`config.mk`:
```
export PLATFORM = sky130hd
export DESIGN_NAME = reaction_timer_core
export DESIGN_NICKNAME = d
export VERILOG_FILES = /design/src/rtl/reaction_timer_core.sv
export SDC_FILE = /design/constraint.sdc
export NUM_CORES = 1
export LEC_CHECK = 0
export ABC_AREA = 1
export BUFFER_PORTS_ARGS = -buffer_cell sky130_fd_sc_hd__buf_2
export CORE_MARGIN = 10
export CORE_UTILIZATION = 50
export CTS_CLUSTER_DIAMETER = 100
export DETAILED_ROUTE_END_ITERATION = 8
export MAX_ROUTING_LAYER = met4
export PLACE_DENSITY = 0.8
export SLEW_MARGIN = 15
export SYNTH_ARGS = -nofsm -noshare
export SYNTH_HDL_FRONTEND = slang
export SYNTH_SLANG_ARGS = --single-unit
```
`constraint.sdc`:
```
create_clock -name CLK -period 4.2 [get_ports CLK]
set_input_delay 0.84 -clock CLK [delete_from_list [all_inputs] [get_ports CLK]]
set_output_delay 0.84 -clock CLK [all_outputs]
set_load 0.02 [all_outputs]
```
`src/rtl/reaction_timer_core.sv`:
```
`default_nettype none
// +--------------------------------------------------------------------------+
// | reaction_timer_core : randomised-delay reaction timer with false-start   |
// |                       and timeout detection, millisecond resolution.     |
// | Revision: 1.0                                                            |
// +--------------------------------------------------------------------------+
module reaction_timer_core #(
   parameter int TICK_DIV  = 50000,
   parameter int MIN_DELAY = 1000,
   parameter int MAX_MS    = 9999
) (
   input  logic        CLK,
   input  logic        RST,
   input  logic        START,
   input  logic        BTN,
   input  logic [10:0] RAND_Q,
   input  logic [9:0]  RAND_LED,
   output logic [9:0]  LED,
   output logic [13:0] RESULT_MS,
   output logic        VALID,
   output logic        FOUL,
   output logic        TIMEOUT,
   output logic        BUSY
);

   localparam int              c_PW        = $clog2(TICK_DIV);
   localparam logic [c_PW-1:0] c_TICK_LAST = c_PW'(TICK_DIV - 1);
   localparam logic [13:0]     c_MIN_DELAY = 14'(MIN_DELAY);
   localparam logic [13:0]     c_MAX_MS    = 14'(MAX_MS);
   localparam logic [13:0]     c_MAX_M1    = 14'(MAX_MS - 1);

   typedef enum logic [2:0] {
      S_IDLE  = 3'd0,
      S_WAIT  = 3'd1,
      S_REACT = 3'd2,
      S_DONE  = 3'd3,
      S_FOUL  = 3'd4
   } state_t;

   state_t           r_state, w_state_nxt;
   logic [c_PW-1:0]  r_presc;
   logic [13:0]      r_delay_cnt, r_ms_cnt, r_result;
   logic [9:0]       r_pattern;
   logic             r_timeout;
   logic             r_btn_meta, r_btn_sync, r_btn_prev;
   logic             w_press, w_tick;
   logic             w_load, w_dec, w_enter_react, w_inc, w_capture, w_expire;

   assign w_press = r_btn_sync & ~r_btn_prev;
   assign w_tick  = (r_presc == c_TICK_LAST);

   always_ff @(posedge CLK or posedge RST) begin
      if (RST) begin
         r_btn_meta <= 1'b0;
         r_btn_sync <= 1'b0;
         r_btn_prev <= 1'b0;
      end else begin
         r_btn_meta <= BTN;
         r_btn_sync <= r_btn_meta;
         r_btn_prev <= r_btn_sync;
      end
   end

   always_ff @(posedge CLK or posedge RST) begin
      if (RST) r_state <= S_IDLE;
      else     r_state <= w_state_nxt;
   end

   // PRESS is tested before TICK so a press always wins a coincident tick.
   always_comb begin
      w_state_nxt   = r_state;
      w_load        = 1'b0;
      w_dec         = 1'b0;
      w_enter_react = 1'b0;
      w_inc         = 1'b0;
      w_capture     = 1'b0;
      w_expire      = 1'b0;
      case (r_state)
         S_WAIT: begin
            if (w_press) begin
               w_state_nxt = S_FOUL;
            end else if (w_tick) begin
               if (r_delay_cnt == 14'd1) begin
                  w_state_nxt   = S_REACT;
                  w_enter_react = 1'b1;
               end else begin
                  w_dec = 1'b1;
               end
            end
         end
         S_REACT: begin
            if (w_press) begin
               w_state_nxt = S_DONE;
               w_capture   = 1'b1;
            end else if (w_tick) begin
               if (r_ms_cnt == c_MAX_M1) begin
                  w_state_nxt = S_DONE;
                  w_expire    = 1'b1;
               end else begin
                  w_inc = 1'b1;
               end
            end
         end
         default: begin
            if (START) begin
               w_state_nxt = S_WAIT;
               w_load      = 1'b1;
            end
         end
      endcase
   end

   always_ff @(posedge CLK or posedge RST) begin
      if (RST) begin
         r_presc     <= '0;
         r_delay_cnt <= '0;
         r_ms_cnt    <= '0;
         r_result    <= '0;
         r_pattern   <= '0;
         r_timeout   <= 1'b0;
      end else begin
         if (w_state_nxt != r_state || w_tick) r_presc <= '0;
         else                                  r_presc <= r_presc + 1'b1;

         if (w_load) begin
            r_delay_cnt <= c_MIN_DELAY + {3'b000, RAND_Q};
            r_pattern   <= (RAND_LED == 10'd0) ? 10'd1 : RAND_LED;
            r_result    <= '0;
            r_timeout   <= 1'b0;
         end else if (w_dec) begin
            r_delay_cnt <= r_delay_cnt - 14'd1;
         end

         if (w_enter_react)  r_ms_cnt <= '0;
         else if (w_inc)     r_ms_cnt <= r_ms_cnt + 14'd1;

         if (w_capture) begin
            r_result <= r_ms_cnt;
         end else if (w_expire) begin
            r_result  <= c_MAX_MS;
            r_timeout <= 1'b1;
         end
      end
   end

   // Outputs decode from state so an async reset clears them immediately.
   always_comb begin
      LED = 10'd0;
      if (r_state == S_REACT)     LED = r_pattern;
      else if (r_state == S_FOUL) LED = 10'h3FF;
   end

   assign RESULT_MS = r_result;
   assign VALID     = (r_state == S_DONE);
   assign FOUL      = (r_state == S_FOUL);
   assign TIMEOUT   = (r_state == S_DONE) & r_timeout;
   assign BUSY      = (r_state == S_WAIT) | (r_state == S_REACT);

endmodule
`default_nettype wire

```
==> results.sh, run 1 <==
export IMPL_status="complete, no violations"
export IMPL_dp_hpwl_um=7640
export IMPL_grt_max_degree=38
export IMPL_power_frac_clock_pct=30.6
export IMPL_cts_setup_buffers=0
export IMPL_ir_drop_v=0.000288
export IMPL_max_slew_margin_pct=49.1
export IMPL_combPwrFrac_pct=28.5
export IMPL_p_leak_nw=2.40
export IMPL_worstMarginPinSlew_ns=0.762
export IMPL_arrival_ns=1.84
export IMPL_p_sw_share_pct=35.8
export IMPL_htreeDepth=3
export IMPL_cts_made_buffers=9
export IMPL_wl_um=10200
export IMPL_synth_area_leader_cell="dfrtp_1"
export IMPL_core_area_mm2=0.00830
export IMPL_syn_area_mm2=0.00430
export IMPL_wire_per_inst_um=14.1
export IMPL_via_per_inst=5.29
export IMPL_clock_skew_ns=0.0112
export IMPL_seq_area_mm2=0.00188
export IMPL_first_iter_violations=331
export IMPL_cts_tree="yes"
export IMPL_antenna_found_initial=1
export IMPL_synth_seq_cells=75
export IMPL_placementRows=33
export IMPL_maxCapViolations=0
export IMPL_final_layout_size_suffix_gt1_share_pct=17.3
export IMPL_seqPwrFrac_pct=40.8
export IMPL_synth_warning_count=0
export IMPL_crit_fanout=13
export IMPL_dieHeight_um=113
export IMPL_setup_viol=0
export IMPL_p_int_mw=1.48
export IMPL_start_util_pct=51.8
export IMPL_grt_pass1_vias=3814
export IMPL_grt_pass1_wl_um=17500
export IMPL_netlist_area_leader_share_pct=43.7
export IMPL_fmax_ghz=0.373
export IMPL_clkTransAtPathRegs_ns=0.08
export IMPL_final_min_clock_period_ns=2.68
export IMPL_cp_start_kind="flip-flop"
export IMPL_grt_overflow=0
export IMPL_ant_nets=0
export IMPL_ys_types=38
export IMPL_power_density_mw_per_mm2=473
export IMPL_synth_yosys_seq_area_share_pct=43.7
export IMPL_area_growth_pct=13.9
export IMPL_grt_use_total_pct=16.7
export IMPL_async_flop_share_pct=100
export IMPL_vias=3842
export IMPL_final_cell_mix="nand2_1 (143), dfrtp_1 (75), nor2_1 (57), inv_1 (55), buf_2 (52)"
export IMPL_synth_edf_count=0
export IMPL_finalSetupTns_ns=0
export IMPL_gp_congestion=0.966
export IMPL_clockBufferDepth=2
export IMPL_synth_area_leaders="dfrtp_1 (44%), nand2_1 (12%), nand3_1 (5.1%)"
export IMPL_worstSkewPairLatency_ns=0.36
export IMPL_timing_hold_violations_final=0
export IMPL_die_area_mm2=0.0127
export IMPL_fill_cells=761
export IMPL_p_sw_uw=829
export IMPL_firstDrtPassIters=4
export IMPL_timing_hold_ws_ns=0.362
export IMPL_ctsHoldBuffers=0
export IMPL_drc=0
export IMPL_finalCritPeriodShare_pct=63.8
export IMPL_ctsResizeCount=0
export IMPL_root_buffer="clkbuf_8"
export IMPL_synth_main_ff_cell="dfrtp_1"
export IMPL_hold_path_class="flip-flop to flip-flop"
export IMPL_worst_setup_path_type="flip-flop to output pin"
export IMPL_final_max_slew_viol_count=0
export IMPL_die_width_um=113
export IMPL_power_total_mw=2.31
export IMPL_synthesis_instances=561
export IMPL_crit_required_ns=3.36
export IMPL_port_buffers=52
export IMPL_synthesis_nets=592
export IMPL_multiInputGateArea_mm2=0.00210
export IMPL_io_pins=53
export IMPL_syn_area_per_cell_um2=7.66
export IMPL_cts_sinks=75
export IMPL_rsz0062_at_grt="false"
export IMPL_final_common_cell="nand2_1"
export IMPL_endpoint_kind="output pin"
export IMPL_final_nets=646
[critical path, cell delays in order (launching register included)]
cell and delay [ns]:
dfrtp_1 0.41, inv_1 0.17, nand3_1 0.18, inv_1 0.36, nand2_1 0.11, nand2_1 0.09
buf_2 0.18
[synthesized netlist by cell type (3+ instances only)]
library cell and n:
o21ai_0 33, nand3b_1 7, o211ai_1 12, buf_4 4, inv_2 7, nor2_2 12, nand3_1 44, inv_1 56
xor2_1 20, nor2_1 58, nor4_1 5, nor2_4 4, o21ai_1 4, buf_2 5, nand2_2 4, nor3_1 17
nand4_1 10, a31oi_1 3, nand2_1 143, a21oi_1 11, ha_1 6, dfrtp_1 75
[through the flow]
step	std cells	util, %	setup slack, ns	cell area [um^2]
finish	726	58.9	1.52	4890
global route	726	58.9	1.30	4890
floorplan	561	-	1.45	4300
global placement	709	55.8	1.60	4630
detailed placement	709	55.8	1.51	4630
CTS	725	58.9	1.51	4890
[power groups by stage]
stage / registers [mW] / clock network (mW) / logic, mW
CTS: 0.941 / 0.722 / 0.660
global route: 0.960 / 0.745 / 0.747
global placement: 0.947 / 0 / 0.629
detailed placement: 0.953 / 0 / 0.658
finish: 0.944 / 0.708 / 0.660
floorplan: 0.932 / 0 / 0.535
[registers in the layout (all words and copies together) (netlist names)]
name / cells
r_ms_cnt: 14
r_btn_prev: 1
r_presc: 16
r_timeout: 1
r_btn_sync: 1
r_pattern: 10
r_delay_cnt: 14
RESULT_MS: 14
r_state: 3
r_btn_meta: 1
[area by class of cell]
| class | count | share of cell area [%] |
|---|---|---|
| Multi-Input combinational cell | 409 | 42.8 |
| Sequential cell | 75 | 38.4 |
| Timing Repair Buffer | 55 | 5.78 |
| Inverter | 65 | 4.99 |
| Clock buffer | 11 | 3.09 |
| Tap cell | 105 | 2.69 |
| Clock inverter | 5 | 2.20 |
| Antenna cell | 1 | 0.0512 |
[logic make-up after synthesis]
logic type | Yosys count | synth area share, %
xor gates and xnor gates | 21 | 4.28
buffers and inverters | 77 | 7.60
adders and majority gates | 6 | 1.75
and+or+nand+nor | 312 | 33.3
AOI/OAI and AO/OA | 70 | 9.41
DFF | 75 | 43.7
[final timing paths]
path                             endpoint  cells after the start  slack (ns)        from
setup / recovery                   LED[3]                      6        1.52  r_state[0]
hold / removal                 r_btn_sync                      0        0.36  r_btn_meta
setup reg to reg           r_delay_cnt[5]                      8        1.60  r_state[0]
hold reg to reg                r_btn_sync                      0        0.36  r_btn_meta
max in group asynchronous  r_delay_cnt[6]                      3        2.82         RST
min in group asynchronous    r_pattern[7]                      2        0.62         RST
[per-layer routing]
| metal | share of wire [%] | routed length [um] | up-vias | GRT usage, % |
|---|---|---|---|---|
| met2 | 51 | 5250 | 78 | 28.1 |
| met5 | 0 | 0 | - | - |
| li1 | - | - | 1932 | - |
| met3 | 5.0 | 517 | 8 | 4.12 |
| met1 | 43 | 4360 | 1824 | 18.8 |
| met4 | 1.0 | 107 | 0 | 6.01 |
(Power assumes the default switching activity.)
==> run 2: changes to the inputs <==
==> constraint.sdc (replaced) <==
create_clock -name CLK -period 2.64 [get_ports CLK]
set_input_delay 0.528 -clock CLK [delete_from_list [all_inputs] [get_ports CLK]]
set_output_delay 0.528 -clock CLK [all_outputs]
set_load 0.02 [all_outputs]
==> run 2 against run 1 <==
  * Critical path depth unchanged
  * Cell count unchanged
  * Global-route usage down 0.15 points
  * Via count up 0.44%
  * Combinational power up 62%
  * Count of clock-buffer cells in the layout up 1
  * Hold slack worse by 0.11 ns
  * Final area down 0.97%
  * Clock skew about the same
  * Largest cell class unchanged
  * Largest power group unchanged
==> results.sh, run 2 (synthesis gave the netlist of run 1 again) <==
export IMPL_cp_num_buf_inv=3
export IMPL_grt_max_degree=76
export IMPL_placementRows=33
export IMPL_setup_viol=0
export IMPL_finalSetupTns_ns=0
export IMPL_clock_skew_ns=0.0111
export IMPL_gp_congestion=0.907
export IMPL_worstSkewPairLatency_ns=0.35
export IMPL_dieHeight_um=113
export IMPL_cts_tree="yes"
export IMPL_wl_um=10100
export IMPL_slowest_stage="dfrtp_1"
export IMPL_arrival_ns=1.81
export IMPL_crit_path_cell_trace="inv_1, nand3_1, inv_1, nand2_1, nand2_1, buf_2"
export IMPL_via_per_inst=5.32
export IMPL_seqPwrFrac_pct=44.2
export IMPL_area_growth_pct=12.8
export IMPL_ctsHoldBuffers=0
export IMPL_antenna_found_initial=0
export IMPL_final_layout_size_suffix_gt1_share_pct=17.4
export IMPL_die_area_mm2=0.0127
export IMPL_crit_family="buffers and inverters"
export IMPL_grt_pass1_vias=3721
export IMPL_power_density_mw_per_mm2=704
export IMPL_status="complete, no violations"
export IMPL_final_nets=648
export IMPL_dp_hpwl_um=7660
export IMPL_port_buffers=52
export IMPL_die_width_um=113
export IMPL_insertedDiodeCount=0
export IMPL_clkTransAtPathRegs_ns=0.07
export IMPL_clockBufferDepth=2
export IMPL_final_common_cell="nand2_1"
export IMPL_timing_hold_violations_final=0
export IMPL_ant_nets=0
export IMPL_wire_per_inst_um=13.9
export IMPL_worstMarginPinSlew_ns=0.633
export IMPL_p_sw_mw=1.30
export IMPL_p_sw_share_pct=38.1
export IMPL_root_buffer="clkbuf_8"
export IMPL_combPwrFrac_pct=31.3
export IMPL_io_pins=53
export IMPL_htreeDepth=3
export IMPL_crit_fanout=13
export IMPL_grt_overflow=0
export IMPL_max_stage_delay_ns=0.41
export IMPL_max_slew_margin_pct=57.8
export IMPL_fmax_ghz=0.427
export IMPL_timing_hold_ws_ns=0.247
export IMPL_worst_setup_path_type="flip-flop to output pin"
export IMPL_power_frac_clock_pct=24.5
export IMPL_finalCritPeriodShare_pct=88.6
export IMPL_vias=3859
export IMPL_crit_required_ns=2.11
export IMPL_largest_register="r_presc"
export IMPL_start_util_pct=51.8
export IMPL_cp_start_kind="flip-flop"
export IMPL_rsz0062_at_grt="false"
export IMPL_p_leak_nw=2.37
export IMPL_first_iter_violations=307
export IMPL_ctsResizeCount=0
export IMPL_endpoint_kind="output pin"
export IMPL_fill_cells=745
export IMPL_final_max_slew_viol_count=0
export IMPL_cts_made_buffers=9
export IMPL_firstDrtPassIters=5
export IMPL_final_cell_mix="nand2_1 (143), dfrtp_1 (75), nor2_1 (57), inv_1 (55), buf_2 (52)"
export IMPL_core_area_mm2=0.00830
export IMPL_grt_pass1_wl_um=17300
export IMPL_grt_use_total_pct=16.5
export IMPL_hold_path_class="input pin to async pin"
export IMPL_cts_sinks=75
export IMPL_final_min_clock_period_ns=2.34
export IMPL_maxCapViolations=0
export IMPL_cts_setup_buffers=0
export IMPL_largest_register_ffs=16
export IMPL_finalInstanceArea_mm2=0.00484
export IMPL_placed_area_mm2=0.00466
export IMPL_drc=0
export IMPL_p_int_mw=2.11
export IMPL_ir_drop_v=0.000409
## run 2: changes by cell type in the layout (fill, tap and decap cells not counted), sizes merged
cell / previous run / this run
buf: 55 / 57
bufinv: 3 / 0
clkinvlp: 0 / 1
clkbuf: 11 / 12
diode: 1 / 0
## run 2: per-stage QoR
step	utilization [%]	worst slack, ns	instances	power [mW]
5_1_grt	58.4	0.106	726	3.63
6_report	58.4	0.301	726	3.41
3_3_place_gp	56.1	0.620	711	2.54
2_1_floorplan	-	0.202	561	2.33
3_5_place_dp	56.1	0.519	711	2.59
4_1_cts	58.4	0.288	726	3.43
## run 2: final cells by class
| class | instances | area [um^2] | share of cell area (%) |
|---|---|---|---|
| well taps | 105 | 131 | 2.71 |
| multi-input cells | 409 | 2100 | 43.3 |
| clock inverters | 3 | 21.3 | 0.439 |
| flip-flops and latches | 75 | 1880 | 38.7 |
| repair buffers | 57 | 310 | 6.40 |
| inverters | 65 | 244 | 5.04 |
| clock buffers | 12 | 165 | 3.41 |
## run 2: worst paths after layout
check	from	endpoint	slack, ns	depth (start not counted)
setup / recovery	r_state[0]	LED[3]	0.30	6
hold / removal	RST	r_pattern[7]	0.25	3
setup reg to reg	r_presc[0]	r_ms_cnt[8]	0.52	10
hold reg to reg	r_btn_meta	r_btn_sync	0.35	0
max in group asynchronous	RST	RESULT_MS[10]	2.07	3
min in group CLK	BTN	r_btn_meta	0.28	1
## run 2: tightest hold or removal path: cells and delay by family
kind	cells	cell delay, ns
buffers and inverters	3	0.49
## run 2: metal layers
metal | track usage (%) | part of all wire [%] | up-vias
li1 | - | - | 1936
met1 | 19.7 | 45 | 1833
met2 | 27.2 | 50 | 80
met3 | 3.06 | 4.4 | 10
met4 | 6.18 | 1.3 | 0
met5 | - | 0 | -
## run 2: power groups by stage
stage / combinational, mW / sequential (mW) / clock [mW]
after floorplan: 0.851 / 1.48 / 0
after global placement: 1.03 / 1.51 / 0
after detailed placement: 1.07 / 1.52 / 0
after CTS: 1.07 / 1.50 / 0.852
after global routing: 1.21 / 1.53 / 0.895
final: 1.07 / 1.51 / 0.836
==> run 3: changes to the inputs <==
--- a/config.mk
+++ b/config.mk
@@ -5,14 +5,13 @@
 export SDC_FILE = /design/constraint.sdc
 export NUM_CORES = 1
 export LEC_CHECK = 0
-export ABC_AREA = 1
 export BUFFER_PORTS_ARGS = -buffer_cell sky130_fd_sc_hd__buf_2
 export CORE_MARGIN = 10
 export CORE_UTILIZATION = 50
 export CTS_CLUSTER_DIAMETER = 100
 export DETAILED_ROUTE_END_ITERATION = 8
 export MAX_ROUTING_LAYER = met4
-export PLACE_DENSITY = 0.8
+export PLACE_DENSITY = 0.81
 export SLEW_MARGIN = 15
 export SYNTH_ARGS = -nofsm -noshare
 export SYNTH_HDL_FRONTEND = slang
==> run 3 against run 2 <==
  * Critical path depth is 2 lower
  * Global-route usage is 0.52 points lower
  * Register-to-register slack got worse by 0.23 ns
  * Cell count is 21% lower
  * Synthesized area is 6.9% lower
  * Critical endpoint is now LED[9]
==> results.sh, run 3 <==
export IMPL_status="complete, no violations"
export IMPL_placementRows=32
export IMPL_power_frac_clock_pct=31.7
export IMPL_cp_num_buf_inv=2
export IMPL_synthesis_nets=445
export IMPL_fill_cells=667
export IMPL_worst_setup_path_type="flip-flop to output pin"
export IMPL_final_util_pct=59.1
export IMPL_antenna_found_initial=0
export IMPL_ys_top_cells_by_count="dfrtp_1 (75), nand2_1 (50), nor2_1 (41)"
export IMPL_crit_required_ns=2.11
export IMPL_final_common_cell="dfrtp_1"
export IMPL_endpoint_kind="output pin"
export IMPL_finalInstanceArea_mm2=0.00459
export IMPL_first_iter_violations=168
export IMPL_maxCapViolations=0
export IMPL_p_sw_uw=955
export IMPL_htreeDepth=3
export IMPL_p_int_mw=2.09
export IMPL_cts_setup_buffers=0
export IMPL_r2r_end="r_delay_cnt[13]"
export IMPL_final_nets=494
export IMPL_worstMarginPinSlew_ns=0.935
export IMPL_dieHeight_um=109
export IMPL_netlist_area_leader_share_pct=46.9
export IMPL_final_layout_size_suffix_gt1_share_pct=20.3
export IMPL_ctsHoldBuffers=0
export IMPL_start_util_pct=51.5
export IMPL_final_max_slew_viol_count=0
export IMPL_crit_fanout=11
export IMPL_finalCritPeriodShare_pct=91.1
export IMPL_synthesis_instances=414
export IMPL_dr_wl_met2_um=4300
export IMPL_final_min_clock_period_ns=2.41
export IMPL_via_per_inst=5.73
export IMPL_synth_seq_cells=75
export IMPL_syn_area_per_cell_um2=9.67
export IMPL_final_cell_mix="dfrtp_1 (75), buf_2 (52), nand2_1 (50), nor2_1 (41), xnor2_1 (27)"
export IMPL_wire_per_inst_um=15.7
export IMPL_timing_hold_ws_ns=0.247
export IMPL_largest_register_ffs=16
export IMPL_firstDrtPassIters=5
export IMPL_fin_cells=570
export IMPL_grt_max_degree=76
export IMPL_synth_area_leaders="dfrtp_1 (47%), xnor2_1 (5.9%), nand2_1 (4.7%)"
export IMPL_yosys_cell_count_top_type="dfrtp_1"
export IMPL_synth_edf_count=0
export IMPL_regToRegStartpoint="r_presc[0]"
export IMPL_synth_area_leader_cell="dfrtp_1"
export IMPL_vias=3268
export IMPL_wl_met3_um=480
export IMPL_p_sw_share_pct=31.3
export IMPL_grt_use_total_pct=16.0
export IMPL_seqPwrFrac_pct=48.5
export IMPL_wl_um=8940
export IMPL_ant_nets=0
export IMPL_r2r_setup_slack_ns=0.29
export IMPL_cts_made_buffers=9
export IMPL_core_area_mm2=0.00777
export IMPL_wl_met1_um=4090
export IMPL_placed_area_mm2=0.00438
export IMPL_die_width_um=109
export IMPL_rsz0062_at_grt="false"
export IMPL_ir_drop_v=0.000434
export IMPL_port_buffers=52
export IMPL_crit_family="flip-flops"
export IMPL_arrival_ns=1.88
export IMPL_die_area_mm2=0.0120
export IMPL_cts_tree="yes"
export IMPL_grt_pass1_wl_um=15400
export IMPL_grt_overflow=0
export IMPL_combPwrFrac_pct=19.8
export IMPL_hold_path_class="input pin to async pin"
export IMPL_dp_hpwl_um=6420
export IMPL_max_slew_margin_pct=37.6
export IMPL_routed_top_layer="met4"
export IMPL_slowest_stage="dfrtp_1"
export IMPL_ctsResizeCount=0
export IMPL_io_pins=53
export IMPL_timing_hold_violations_final=0
export IMPL_worstSkewPairLatency_ns=0.35
export IMPL_largest_register="r_presc"
export IMPL_finalSetupTns_ns=0
export IMPL_gp_congestion=0.878
export IMPL_grt_pass1_vias=3276
export IMPL_synth_warning_count=0
export IMPL_r2r_cells=6
export IMPL_area_growth_pct=14.8
export IMPL_async_flop_share_pct=100
export IMPL_synth_main_ff_cell="dfrtp_1"
export IMPL_cts_sinks=75
export IMPL_setup_viol=0
export IMPL_fmax_ghz=0.416
export IMPL_clockBufferDepth=2
export IMPL_syn_area_mm2=0.00400
export IMPL_max_stage_delay_ns=0.54
export IMPL_insertedDiodeCount=0
export IMPL_cp_start_kind="flip-flop"
export IMPL_dp_cells=554
export IMPL_ys_types=57
export IMPL_clock_skew_ns=0.0113
export IMPL_synth_yosys_seq_area_share_pct=46.9
export IMPL_drc=0
export IMPL_crit_path_cell_trace="nor3b_2, buf_4, a21o_1, buf_2"
export IMPL_root_buffer="clkbuf_8"
export IMPL_clkTransAtPathRegs_ns=0.08
export IMPL_power_density_mw_per_mm2=663
export IMPL_p_leak_nw=2.18
## run 3: changes by cell type after synthesis, moves of 14 or more
cell,before,now
nand2_1,143,50
inv_1,56,9
nand3_1,44,12
xnor2_1,1,27
o21ai_0,33,11
nor2_1,58,41
nor4_1,5,19
## run 3: area by class of cell
class	count	area [um^2]	area share [%]
multi-input combinational	305	1980	43.2
tap	102	128	2.78
inverter	9	33.8	0.735
sequential	75	1880	40.8
clock buffer	10	128	2.78
clock inverter	6	90.1	1.96
timing repair buffer	63	355	7.73
## run 3: routing by layer
| layer | global-route usage (%) | vias up |
|---|---|---|
| met1 | 20.5 | 1589 |
| li1 | - | 1583 |
| met2 | 24.8 | 85 |
| met3 | 3.74 | 11 |
| met4 | 4.55 | 0 |
| met5 | - | - |
## run 3: cell families after synthesis
kind of cell	share of synthesized area, %
flops	46.9
compound gates	11.5
mux	0.532
fa+ha+maj	1.88
simple gates	26.8
xor+xnor	8.76
buf+inv	3.63
## run 3: power groups by stage
| stage | clock (mW) | combinational, mW | sequential (mW) |
|---|---|---|---|
| finish | 0.967 | 0.602 | 1.48 |
| global route | 1.04 | 0.678 | 1.50 |
| CTS | 0.993 | 0.606 | 1.47 |
| detailed placement | 0 | 0.602 | 1.49 |
| global placement | 0 | 0.578 | 1.48 |
| floorplan | 0 | 0.459 | 1.44 |
## run 3: per-stage QoR
step | power, mW | setup slack [ns]
after global routing | 3.22 | 0.0883
after detailed placement | 2.10 | 0.299
final | 3.05 | 0.234
after CTS | 3.07 | 0.229
after floorplan | 1.90 | 0.202
after global placement | 2.06 | 0.429
## run 3: worst min-delay path: stages
cell	delay, ns
buf_2	0.10
inv_2	0.06
buf_12	0.32
## run 3: how the worst max path moves through the flow
stage	start	cells past startpoint	to	slack, ns
floorplan	RST	1	RESULT_MS[0]	0.20
global placement	r_presc[0]	6	r_delay_cnt[13]	0.43
detailed placement	r_presc[0]	6	r_delay_cnt[13]	0.30
CTS	r_state[0]	4	LED[9]	0.23
global route	r_presc[0]	6	r_delay_cnt[7]	0.09
finish	r_state[0]	4	LED[9]	0.23
